**config.mk**
```make
export PLATFORM = sky130hd
export DESIGN_NAME = serial_sub_ctrl_flat
export DESIGN_NICKNAME = d
export VERILOG_FILES = /design/src/rtl/serial_sub_if.sv /design/src/rtl/serial_sub_ctrl.sv /design/src/flat_wrapper.sv
export SDC_FILE = /design/constraint.sdc
export NUM_CORES = 1
export LEC_CHECK = 0
export BUFFER_PORTS_ARGS = -buffer_cell sky130_fd_sc_hd__buf_2
export CAP_MARGIN = 30
export CORE_AREA = 2 2 66 68
export DETAILED_ROUTE_END_ITERATION = 16
export DIE_AREA = 0 0 68 70
export PLACE_DENSITY_LB_ADDON = 0.12
export SYNTH_ARGS = -nofsm -noshare
export SYNTH_HDL_FRONTEND = slang
export SYNTH_SLANG_ARGS = --single-unit
```
**constraint.sdc**
```tcl
create_clock -name clk -period 2.27 [get_ports clk]
set_input_delay 0.3405 -clock clk [delete_from_list [all_inputs] [get_ports clk]]
set_output_delay 0.3405 -clock clk [all_outputs]
set_load 0.1 [all_outputs]
```
**src/rtl/serial_sub_if.sv**
```systemverilog
// Handshake and operand/result bundle for the bit-serial subtractor controller.
interface serial_sub_if #(
    parameter int WIDTH = 8
);
    logic             start;
    logic [WIDTH-1:0] a;
    logic [WIDTH-1:0] b;
    logic             busy;
    logic             done;
    logic [WIDTH-1:0] diff;
    logic             bout;

    modport master (output start, a, b, input busy, done, diff, bout);
    modport slave  (input start, a, b, output busy, done, diff, bout);
endinterface

```
**src/rtl/serial_sub_ctrl.sv**
```systemverilog
// Bit-serial A-B controller: one subtractor cell, LSB first, WIDTH cycles per result.
// Define SERIAL_SUB_SAT_EN to clamp diff to zero whenever the final borrow is set.
//
// state | meaning
// IDLE  | waiting for start
// RUN   | one operand bit per edge through the shared cell
// DONE  | done pulse; results valid; may accept a new start
module serial_sub_ctrl #(
    parameter int WIDTH = 8
) (
    input  logic         clk,
    input  logic         rst,
    serial_sub_if.slave  bus
);
    localparam int CW = (WIDTH > 1) ? $clog2(WIDTH) : 1;
    localparam logic [CW-1:0] LAST = CW'(WIDTH - 1);

    typedef enum logic [1:0] {S_IDLE, S_RUN, S_DONE} state_t;

    state_t           state_q, state_d;
    logic [WIDTH-1:0] a_sr_q, a_sr_d;
    logic [WIDTH-1:0] b_sr_q, b_sr_d;
    logic [WIDTH-1:0] diff_sr_q, diff_sr_d;
    logic [WIDTH-1:0] diff_q, diff_d;
    logic [CW-1:0]    cnt_q, cnt_d;
    logic             br_q, br_d;
    logic             bout_q, bout_d;
    logic             busy_q, busy_d;
    logic             done_q, done_d;
    logic             d_bit;
    logic             b_next;

    always_comb begin
        state_d   = state_q;
        a_sr_d    = a_sr_q;
        b_sr_d    = b_sr_q;
        diff_sr_d = diff_sr_q;
        diff_d    = diff_q;
        cnt_d     = cnt_q;
        br_d      = br_q;
        bout_d    = bout_q;
        d_bit     = 1'b0;
        b_next    = 1'b0;

        case (state_q)
            S_IDLE, S_DONE: begin
                if (bus.start) begin
                    a_sr_d    = bus.a;
                    b_sr_d    = bus.b;
                    diff_sr_d = '0;
                    br_d      = 1'b0;
                    cnt_d     = '0;
                    state_d   = S_RUN;
                end else begin
                    state_d   = S_IDLE;
                end
            end
            S_RUN: begin
                // Two half subtractors plus borrow OR, operating on bit 0.
                d_bit  = a_sr_q[0] ^ b_sr_q[0] ^ br_q;
                b_next = (~a_sr_q[0] & b_sr_q[0]) | (~(a_sr_q[0] ^ b_sr_q[0]) & br_q);
                a_sr_d = a_sr_q >> 1;
                b_sr_d = b_sr_q >> 1;
                diff_sr_d = diff_sr_q >> 1;
                diff_sr_d[WIDTH-1] = d_bit;
                br_d   = b_next;
                cnt_d  = cnt_q + CW'(1);
                if (cnt_q == LAST) begin
`ifdef SERIAL_SUB_SAT_EN
                    diff_d = b_next ? '0 : diff_sr_d;
`else
                    diff_d = diff_sr_d;
`endif
                    bout_d  = b_next;
                    state_d = S_DONE;
                end
            end
            default: state_d = S_IDLE;
        endcase

        busy_d = (state_d == S_RUN);
        done_d = (state_d == S_DONE);
    end

    always_ff @(posedge clk or posedge rst) begin
        if (rst) begin
            state_q   <= S_IDLE;
            a_sr_q    <= '0;
            b_sr_q    <= '0;
            diff_sr_q <= '0;
            diff_q    <= '0;
            cnt_q     <= '0;
            br_q      <= 1'b0;
            bout_q    <= 1'b0;
            busy_q    <= 1'b0;
            done_q    <= 1'b0;
        end else begin
            state_q   <= state_d;
            a_sr_q    <= a_sr_d;
            b_sr_q    <= b_sr_d;
            diff_sr_q <= diff_sr_d;
            diff_q    <= diff_d;
            cnt_q     <= cnt_d;
            br_q      <= br_d;
            bout_q    <= bout_d;
            busy_q    <= busy_d;
            done_q    <= done_d;
        end
    end

    assign bus.busy = busy_q;
    assign bus.done = done_q;
    assign bus.diff = diff_q;
    assign bus.bout = bout_q;
endmodule

```
**src/flat_wrapper.sv**
```systemverilog
// flat-port wrapper written by rule: the top's interface ports become plain ports
module serial_sub_ctrl_flat 
#(
    parameter int WIDTH = 8
)
  (clk, rst, bus_start, bus_a, bus_b, bus_busy, bus_done, bus_diff, bus_bout);
  serial_sub_if #(.WIDTH(WIDTH)) bus_i ();
  input  logic clk;
  input  logic rst;
  input wire logic [$bits(bus_i.start)-1:0] bus_start;
  input wire logic [$bits(bus_i.a)-1:0] bus_a;
  input wire logic [$bits(bus_i.b)-1:0] bus_b;
  output wire logic [$bits(bus_i.busy)-1:0] bus_busy;
  output wire logic [$bits(bus_i.done)-1:0] bus_done;
  output wire logic [$bits(bus_i.diff)-1:0] bus_diff;
  output wire logic [$bits(bus_i.bout)-1:0] bus_bout;
  assign bus_i.start = bus_start;
  assign bus_i.a = bus_a;
  assign bus_i.b = bus_b;
  assign bus_busy = bus_i.busy;
  assign bus_done = bus_i.done;
  assign bus_diff = bus_i.diff;
  assign bus_bout = bus_i.bout;
  serial_sub_ctrl #(.WIDTH(WIDTH)) u_core (.clk(clk), .rst(rst), .bus(bus_i));
endmodule
```
==> run_results.csv, run 1 <==
group,metric,value,unit
status,status,"finished, final reports clean",
clocking,postCtsHoldBufs,0,
grt,top_usage_layer,"met2",
setup_path,critPathMaxFanout,12,
finish,nFillCells,376,
sta,fin_tns_setup,0,ns
sta,maxSlewHeadroom,58.1,%
clocking,htreeDepth,2,
synthesis,synth-seq-cells,40,
synthesis,synth_xor_area_share,0.478,%
synthesis,synth_warnings,0,
grt,grt_use_total,15.1,%
synthesis,synthAdderAreaFrac,2.46,%
sta,hold_viol,0,
drt,ant_nets,0,
sta,tightest_slew,0.627,ns
power,powerDensity,1660,nW/um2
sta,fin_crit,1.53,ns
drt,drt_iter0_markers,125,
clocking,root_buffer,"clkbuf_8",
grt,grt_pass1_vias,1197,
synthesis,yosysUniqueCellTypes,25,
finish,instances_no_fill,228,
placed_design,port_buffers,29,
synthesis,synth_mux_area_share,13.4,%
die,die_area,4760,um2
flow_run,max_cap_viol_count,0,
min_path,hp-class,"in2async",
synthesis,syn_area,1830,um2
power,ir_drop,0.794,mV
sta,drv_slew,0,
die,core,4140,um2
finish,final_common_cell,"dfrtp_1",
clocking,cts.clk_slew.worst_paths,0.08,ns
power,leakage,0.00100,uW
sta,skew,0.00486,ns
die,row_count,24,
placed_design,dp_hpwl,2.18,mm
setup_path,cp-start-kind,"flip-flop",
grt,use_met2,23.6,%
finish,stdcell_area,2110,um2
die,ios,30,
finish,fin_nets,197,
sta,max_freq,653,MHz
sta,setup_viol,0,
drt,drt-wirelength-per-cell,13.9,um
setup_path,critPathKind,"reg2reg",
clocking,clock_latency,0.29,ns
clocking,postCtsSetupBuffers,0,
grt,grt_pass1_wl,5.43,mm
clocking,cts_tree,"built",
drt,detail_route.first_pass.iterations,4,
synthesis,syn_inst,146,
sta,setup_ws,0.739,ns
synthesis,synth_top_family_by_area,"compound AO/OA/AOI/OAI gates",
grt,grt_use_met1,19.3,%
die,dieHeight,70,um
placed_design,gp_congestion,0.699,
sta,fin_crit_sh,67.4,%
clocking,cts.path.max_buffers,2,
sta,rsz0062_at_grt,"false",
grt,grt-ovfl-total,0,
drt,num_vias,1201,
synthesis,synth_compound_area_share,14.9,%
synthesis,syn-num-nets,168,
finish,synthToLayoutAreaGrowth,15.0,%
finish,diodes,0,
synthesis,synth.avg_cell_area,12.6,um2
grt,antenna_found_initial,0,
setup_path,crit_required,2.45,ns
placed_design,dpl_cell_area,2000,um2
setup_path,reg2reg_depth,4,
placed_design,dp.cells,220,
die,fp.dieW,68,um
clocking,cts_inserted_buffers,5,
finish,layout_common_cells,"40 x dfrtp_1, 29 x buf_2, 13 x a22o_1",
setup_path,crit_path_end_kind,"flip-flop",
finish,drive_above_1_share,30.7,%
grt,grt_max_degree,41,
drt,via_per_inst,5.27,
drt,drt_wl_total,3.17,mm
clocking,cts_resized,0,
clocking,clock-sinks,40,
synthesis,yosysSeqAreaShare,54.6,%
synthesis,synthSimpleGateAreaFrac,9.35,%
grt,gr-usage-met3,4.99,%
setup_path,crit_arrival,1.71,ns
drt,post-route-drc-count,0,
placed_design,dpl_worst_slack,0.579,ns
die,start_util,44.2,%
where the power goes:
| group | switching [uW] | leakage [uW] | internal (uW) | total (uW) |
|---|---|---|---|---|
| Clock | 245 | 0.0000541 | 325 | 570 |
| Combinational | 1120 | 0.000454 | 576 | 1690 |
| Sequential | 209 | 0.000493 | 1030 | 1240 |
| Total | 1570 | 0.00100 | 1940 | 3510 |
registers in the layout, summed over array words and instances, names as in the netlist:
register,cells
u_core.bus.diff,8
u_core.bus.busy,1
u_core.cnt_q,3
u_core.b_sr_q,8
u_core.bus.bout,1
u_core.bus.done,1
u_core.diff_sr_q,7
u_core.state_q,2
u_core.a_sr_q,8
u_core.br_q,1
cell families (layout without fill, tap and decap cells):
kind of cell,Yosys count,after routing
AOI/OAI and AO/OA,39,39
DFF,40,40
xor gates and xnor gates,1,1
and+or+nand+nor,27,27
muxes,21,21
buffers and inverters,15,45
adders and majority gates,3,3
critical path, cell delays in order, from the launching register on:
cell and delay [ns]:
dfrtp_1 0.41, ha_1 0.21, ha_1 0.23, nand3b_4 0.21, mux2_2 0.36
final cells by class:
type                    count  area, um2  area share (%)
flip-flops and latches     40       1000            47.5
multi-input cells          91        744            35.3
repair buffers             32        168            7.95
clock buffers               5       68.8            3.26
well taps                  52       65.1            3.09
clock inverters             3       42.5            2.02
inverters                   5       18.8           0.890
per-layer routing:
metal	up-vias	part of all wire, %	wire [um]
met5	-	0	0
met4	0	1.5	48
met3	7	6.5	206
met2	39	46	1460
met1	573	46	1460
li1	582	-	-
through the flow:
stage	hold slack [ns]	total power, uW	util (%)
global route	0.192	3750	50.9
global placement	0.472	2910	48.2
detailed placement	0.473	2950	48.2
floorplan	0.465	2690	-
finish	0.154	3510	50.9
CTS	0.170	3530	50.9
final timing paths:
path,endpoint,startpoint,slack (ns)
max,u_core.bus.diff[6],u_core.cnt_q[0],0.74
min,u_core.diff_sr_q[4],rst,0.15
max reg2reg,u_core.bus.diff[6],u_core.cnt_q[0],0.74
min reg2reg,u_core.bus.bout,u_core.bus.bout,0.50
max in group asynchronous,u_core.a_sr_q[2],rst,1.78
min in group clk,u_core.a_sr_q[7],bus_a[7],0.30
cell usage after synthesis:
master / instances / area, um2
a211oi_1: 9 / 67.6
a21oi_1: 9 / 45.0
a22o_1: 13 / 114
buf_2: 4 / 20.0
buf_4: 3 / 22.5
buf_6: 2 / 22.5
clkbuf_1: 1 / 3.75
dfrtp_1: 40 / 1000
fa_1: 1 / 20.0
ha_1: 2 / 25.0
inv_1: 5 / 18.8
mux2_2: 5 / 56.3
mux2_4: 6 / 90.1
mux2i_1: 10 / 100
nand2_1: 1 / 3.75
nand2b_1: 2 / 12.5
nand3b_4: 1 / 20.0
nor2_1: 6 / 22.5
nor2_4: 1 / 11.3
nor2b_1: 10 / 62.6
nor2b_4: 1 / 13.8
nor3_1: 5 / 25.0
o21ai_0: 3 / 15.0
o22ai_1: 5 / 31.3
xnor2_1: 1 / 8.76
Power figures use the tool's default switching activity.
==> run 2, diff against run 1 <==
==> constraint.sdc (replaced) <==
create_clock -name clk -period 1.5 [get_ports clk]
set_input_delay 0.225 -clock clk [delete_from_list [all_inputs] [get_ports clk]]
set_output_delay 0.225 -clock clk [all_outputs]
set_load 0.1 [all_outputs]
==> run 2 against run 1 <==
Effect of this change: die area unchanged; critical path type unchanged; largest cell class unchanged; core utilization increased by 1.8 points; non-clock buffer count increased by 9; clock power increased by 32%; critical endpoint is now u_core.diff_sr_q[7]; wire length increased by 10%.
==> run_results.csv, run 2 (synthesis gave the netlist of run 1 again) <==
group,metric,value,unit
status,status,"finished, final reports clean",
drt,detail_route.first_pass.iterations,4,
sta,fin_tns_setup,0,ns
finish,multi_input_area,767,um2
setup_path,crit_arrival,1.64,ns
clocking,root_buffer,"clkbuf_8",
power,ir_drop,1.21,mV
grt,grt-ovfl-total,0,
clocking,cts_tree,"built",
finish,final_core_util,52.7,%
min_path,hp-class,"in2async",
grt,grt_max_degree,41,
die,dieHeight,70,um
sta,maxSlewHeadroom,66.8,%
flow_run,max_cap_viol_count,0,
finish,seq_area,1000,um2
setup_path,cp-start-kind,"flip-flop",
power,powerDensity,2440,nW/um2
die,ios,30,
power,pwr-share-comb,50.0,%
placed_design,dp_hpwl,2.37,mm
setup_path,critPathMaxFanout,3,
drt,num_vias,1234,
grt,grt_use_total,16.5,%
finish,synthToLayoutAreaGrowth,19.1,%
setup_path,critPathKind,"reg2reg",
sta,setup_viol,0,
die,die_area,4760,um2
die,row_count,24,
drt,via_per_inst,5.21,
power,p_seq_share,35.8,%
clocking,cts_inserted_buffers,5,
power,clkPwrFrac,14.1,%
clocking,cts.path.max_buffers,2,
die,start_util,44.2,%
setup_path,rr_startpoint,"u_core.b_sr_q[0]",
power,switchingPower,2400,uW
power,internal_power,2930,uW
setup_path,crit_start,"u_core.b_sr_q[0]",
power,p_sw_share,45.0,%
sta,fin_crit,1.46,ns
grt,grt_pass1_vias,1280,
power,leakage,0.00105,uW
clocking,clock-sinks,40,
sta,max_freq,685,MHz
clocking,postCtsHoldBufs,0,
drt,ant_nets,0,
finish,layout_common_cells,"40 x dfrtp_1, 29 x buf_2, 13 x a22o_1",
die,fp.dieW,68,um
clocking,htreeDepth,2,
drt,post-route-drc-count,0,
finish,nFillCells,377,
setup_path,crit_required,1.68,ns
power,p_total,5330,uW
drt,drt_iter0_markers,56,
sta,tightest_slew,0.497,ns
sta,skew,0.00328,ns
clocking,clock_latency,0.28,ns
finish,drive_above_1_share,35.1,%
sta,rsz0062_at_grt,"true",
grt,antenna_found_initial,0,
sta,hold_viol,0,
die,core,4140,um2
finish,fin_nets,207,
finish,diodes,0,
drt,drt-wirelength-per-cell,14.7,um
drt,drt_wl_total,3.49,mm
sta,fin_crit_sh,97.3,%
finish,final_common_cell,"dfrtp_1",
grt,grt_pass1_wl,5.93,mm
clocking,cts.clk_slew.worst_paths,0.07,ns
setup_path,crit_path_end_kind,"flip-flop",
placed_design,port_buffers,29,
placed_design,gp_congestion,0.691,
sta,drv_slew,0,
## run 2: cell count changes in the layout (fill, tap and decap cells not counted), sizes merged
cell	delta
buf	+9
clkbuf	+2
bufinv	-1
clkinv	-1
clkinvlp	-1
nand3b	+1
## run 2: stage by stage
stage / setup WS [ns] / hold WS (ns) / cells / area (um2)
finish: 0.0403 / 0.0517 / 237 / 2180
CTS: 0.0166 / 0.0626 / 236 / 2160
detailed placement: 0.00978 / 0.380 / 227 / 2050
global placement: 0.0449 / 0.365 / 227 / 2050
floorplan: 0.0425 / 0.365 / 146 / 1830
global route: -0.0229 / 0.0991 / 237 / 2180
## run 2: per-layer routing
layer / up-vias / global-route usage, % / part of all wire [%]
met5: - / 0 / 0
met4: 0 / 4.67 / 1.1
met3: 5 / 4.83 / 4.6
met2: 24 / 24.7 / 48
met1: 600 / 23.2 / 47
li1: 605 / - / -
## run 2: power groups by stage
stage / Sequential [uW] / Clock [uW] / Combinational [uW]
final: 1910 / 753 / 2670
after global routing: 1990 / 834 / 2900
after CTS: 1900 / 787 / 2680
after detailed placement: 1920 / 0 / 2660
after global placement: 1890 / 0 / 2600
after floorplan: 2750 / 0 / 1320
## run 2: layout make-up
type                            instances  share of cell area, %
Inverter                                5                  0.860
Tap cell                               52                   2.98
Clock buffer                            7                   4.41
Multi-Input combinational cell         92                   35.1
Timing Repair Buffer                   41                   10.8
Sequential cell                        40                   45.8
## run 2: repair_timing
item                       CTS  global route
hold endpoints to repair     0             0
setup endpoints to repair    1             3
setup buffers                2             0
gates cloned                 0             1
gates resized for setup      0             3
## run 2: worst max-delay path, stage by stage, from the launching register on
cell,delay (ns)
dfrtp_1,0.39
inv_2,0.05
fa_1,0.45
mux2_2,0.27
a22o_1,0.17
## run 2: path summary, 6_finish.rpt
path	endpoint	slack [ns]	cells past startpoint
worst max register to register	u_core.diff_sr_q[7]	0.04	4
min in group clk	u_core.a_sr_q[7]	0.16	2
worst max-delay path	u_core.diff_sr_q[7]	0.04	4
worst min register to register	u_core.bus.bout	0.49	2
max in group asynchronous	u_core.bus.bout	1.11	3
worst min-delay path	u_core.bus.diff[5]	0.05	3
==> run 3, diff against run 2 <==
--- a/config.mk
+++ b/config.mk
@@ -6,10 +6,10 @@
 export NUM_CORES = 1
 export LEC_CHECK = 0
 export BUFFER_PORTS_ARGS = -buffer_cell sky130_fd_sc_hd__buf_2
-export CAP_MARGIN = 30
-export CORE_AREA = 2 2 66 68
+export CAP_MARGIN = 20
+export CORE_AREA = 2 2 61 63
 export DETAILED_ROUTE_END_ITERATION = 16
-export DIE_AREA = 0 0 68 70
+export DIE_AREA = 0 0 63 65
 export PLACE_DENSITY_LB_ADDON = 0.12
 export SYNTH_ARGS = -nofsm -noshare
 export SYNTH_HDL_FRONTEND = slang
==> run 3 against run 2 <==
Effect of this change: fmax decreased by 0.47%; global-route usage increased by 1.3 points; wire length fell by 6.8%; register-to-register slack about the same; non-clock buffer count did not move; clock power shrank 2%; power shrank 0.64%; cell area decreased by 1.1%.
==> run_results.csv, run 3 (synthesis gave the netlist of run 1 again) <==
group,metric,value,unit
status,status,"finished, final reports clean",
finish,stdcell_area,2160,um2
sta,skew,0.0143,ns
die,fp.dieW,63,um
grt,antenna_found_initial,0,
clocking,clock-sinks,40,
placed_design,dpl_cell_area,2040,um2
placed_design,gp_congestion,0.724,
placed_design,dp_hpwl,2.25,mm
sta,rsz0062_at_grt,"true",
setup_path,critPathMaxFanout,3,
clocking,cts.path.max_buffers,2,
setup_path,crit_arrival,1.72,ns
drt,detail_route.first_pass.iterations,4,
setup_path,crit_buf_inv,1,
grt,grt_pass1_wl,5.54,mm
setup_path,rr_startpoint,"u_core.b_sr_q[0]",
setup_path,reg2reg_depth,4,
sta,hold_viol,0,
grt,grt_use_total,17.8,%
die,ios,30,
drt,via_per_inst,5.17,
finish,fin_nets,207,
setup_path,crit_start,"u_core.b_sr_q[0]",
finish,final_common_cell,"dfrtp_1",
setup_path,r2r_end,"u_core.diff_sr_q[7]",
setup_path,critPathKind,"reg2reg",
sta,fin_tns_setup,0,ns
grt,grt-ovfl-total,0,
setup_path,crit_path_end_kind,"flip-flop",
die,dieHeight,65,um
clocking,cts_inserted_buffers,5,
sta,maxSlewHeadroom,66.7,%
die,start_util,52.4,%
setup_path,critPathSlowestCell,"fa_1",
power,leakage,0.00103,uW
finish,layout_common_cells,"40 x dfrtp_1, 29 x buf_2, 13 x a22o_1",
setup_path,path_cells,"inv_2, fa_1, mux2_2, a22o_1",
clocking,clock_latency,0.36,ns
setup_path,critPathTopFamily,"adder cells",
sta,tightest_slew,0.500,ns
sta,fin_crit,1.47,ns
finish,drive_above_1_share,35.5,%
flow_run,max_cap_viol_count,0,
die,core,3500,um2
drt,ant_nets,0,
setup_path,crit_required,1.75,ns
finish,nFillCells,298,
drt,num_vias,1210,
min_path,hp-class,"in2reg",
setup_path,cp-start-kind,"flip-flop",
min_path,hold_start,"bus_a[7]",
finish,diodes,0,
drt,drt_wl_total,3.25,mm
setup_path,slowest_delay,0.48,ns
placed_design,port_buffers,29,
sta,max_freq,682,MHz
power,ir_drop,0.927,mV
grt,grt_pass1_vias,1182,
sta,setup_viol,0,
min_path,whs_path_depth,2,
drt,drt-wirelength-per-cell,13.9,um
die,row_count,22,
drt,post-route-drc-count,0,
power,powerDensity,2450,nW/um2
clocking,cts.clk_slew.worst_paths,0.12,ns
die,die_area,4100,um2
clocking,htreeDepth,2,
grt,grt_max_degree,41,
min_path,hold_end,"u_core.a_sr_q[7]",
drt,drt_iter0_markers,55,
finish,synthToLayoutAreaGrowth,17.8,%
clocking,cts_tree,"built",
clocking,root_buffer,"clkbuf_4",
setup_path,reg2reg_slack,0.03,ns
sta,drv_slew,0,
sta,fin_crit_sh,97.8,%
-- run 3: cell count changes in the layout (fill, tap and decap cells not counted), sizes merged --
cell	delta
clkbuf	-2
buf	-1
bufinv	+1
clkinvlp	+1
dlygate4sd3	+1
inv	+1
-- run 3: where the power goes --
part	leakage, uW	switching (uW)	internal [uW]
Combinational	0.000494	1700	964
Clock	0.0000418	379	356
Sequential	0.000493	344	1560
-- run 3: repair_timing --
item | CTS | global route
hold buffers | 1 | 0
endpoints found under the setup margin | 0 | 4
resized for setup | 0 | 3
endpoints found under the hold margin | 40 | 0
setup buffers | 0 | 1
-- run 3: cell type report --
| class | count | area, um2 | area share [%] |
|---|---|---|---|
| tap | 48 | 60.1 | 2.78 |
| clock inverter | 3 | 46.3 | 2.14 |
| clock buffer | 5 | 37.5 | 1.74 |
| multi-input combinational | 92 | 758 | 35.1 |
| sequential | 40 | 1000 | 46.3 |
| timing repair buffer | 41 | 238 | 11.0 |
| inverter | 5 | 18.8 | 0.869 |
-- run 3: worst max-delay path by stage --
stage / to / cells past startpoint
floorplan: u_core.bus.diff[0] / 5
global placement: u_core.bus.diff[6] / 4
detailed placement: u_core.bus.diff[6] / 4
CTS: u_core.bus.diff[6] / 4
global route: u_core.diff_sr_q[7] / 4
finish: u_core.diff_sr_q[7] / 4
-- run 3: per-layer routing --
metal  track usage, %  up-vias  wire length (um)
li1                 -      606                 -
met1             23.0      571              1520
met2             27.8       26              1540
met3             4.86        7               141
met4             8.61        0                59
met5                0        -                 0
-- run 3: stage by stage --
step	util [%]	power [uW]	std cells	setup slack, ns	hold WS, ns
floorplan	-	4070	146	0.0425	0.365
global placement	58.5	4480	223	0.0685	0.365
detailed placement	58.5	4560	223	0.0311	0.371
CTS	61.2	5310	232	0.0166	0.0757
global route	61.8	5670	234	-0.0179	0.0663
finish	61.8	5300	234	0.0334	0.0898
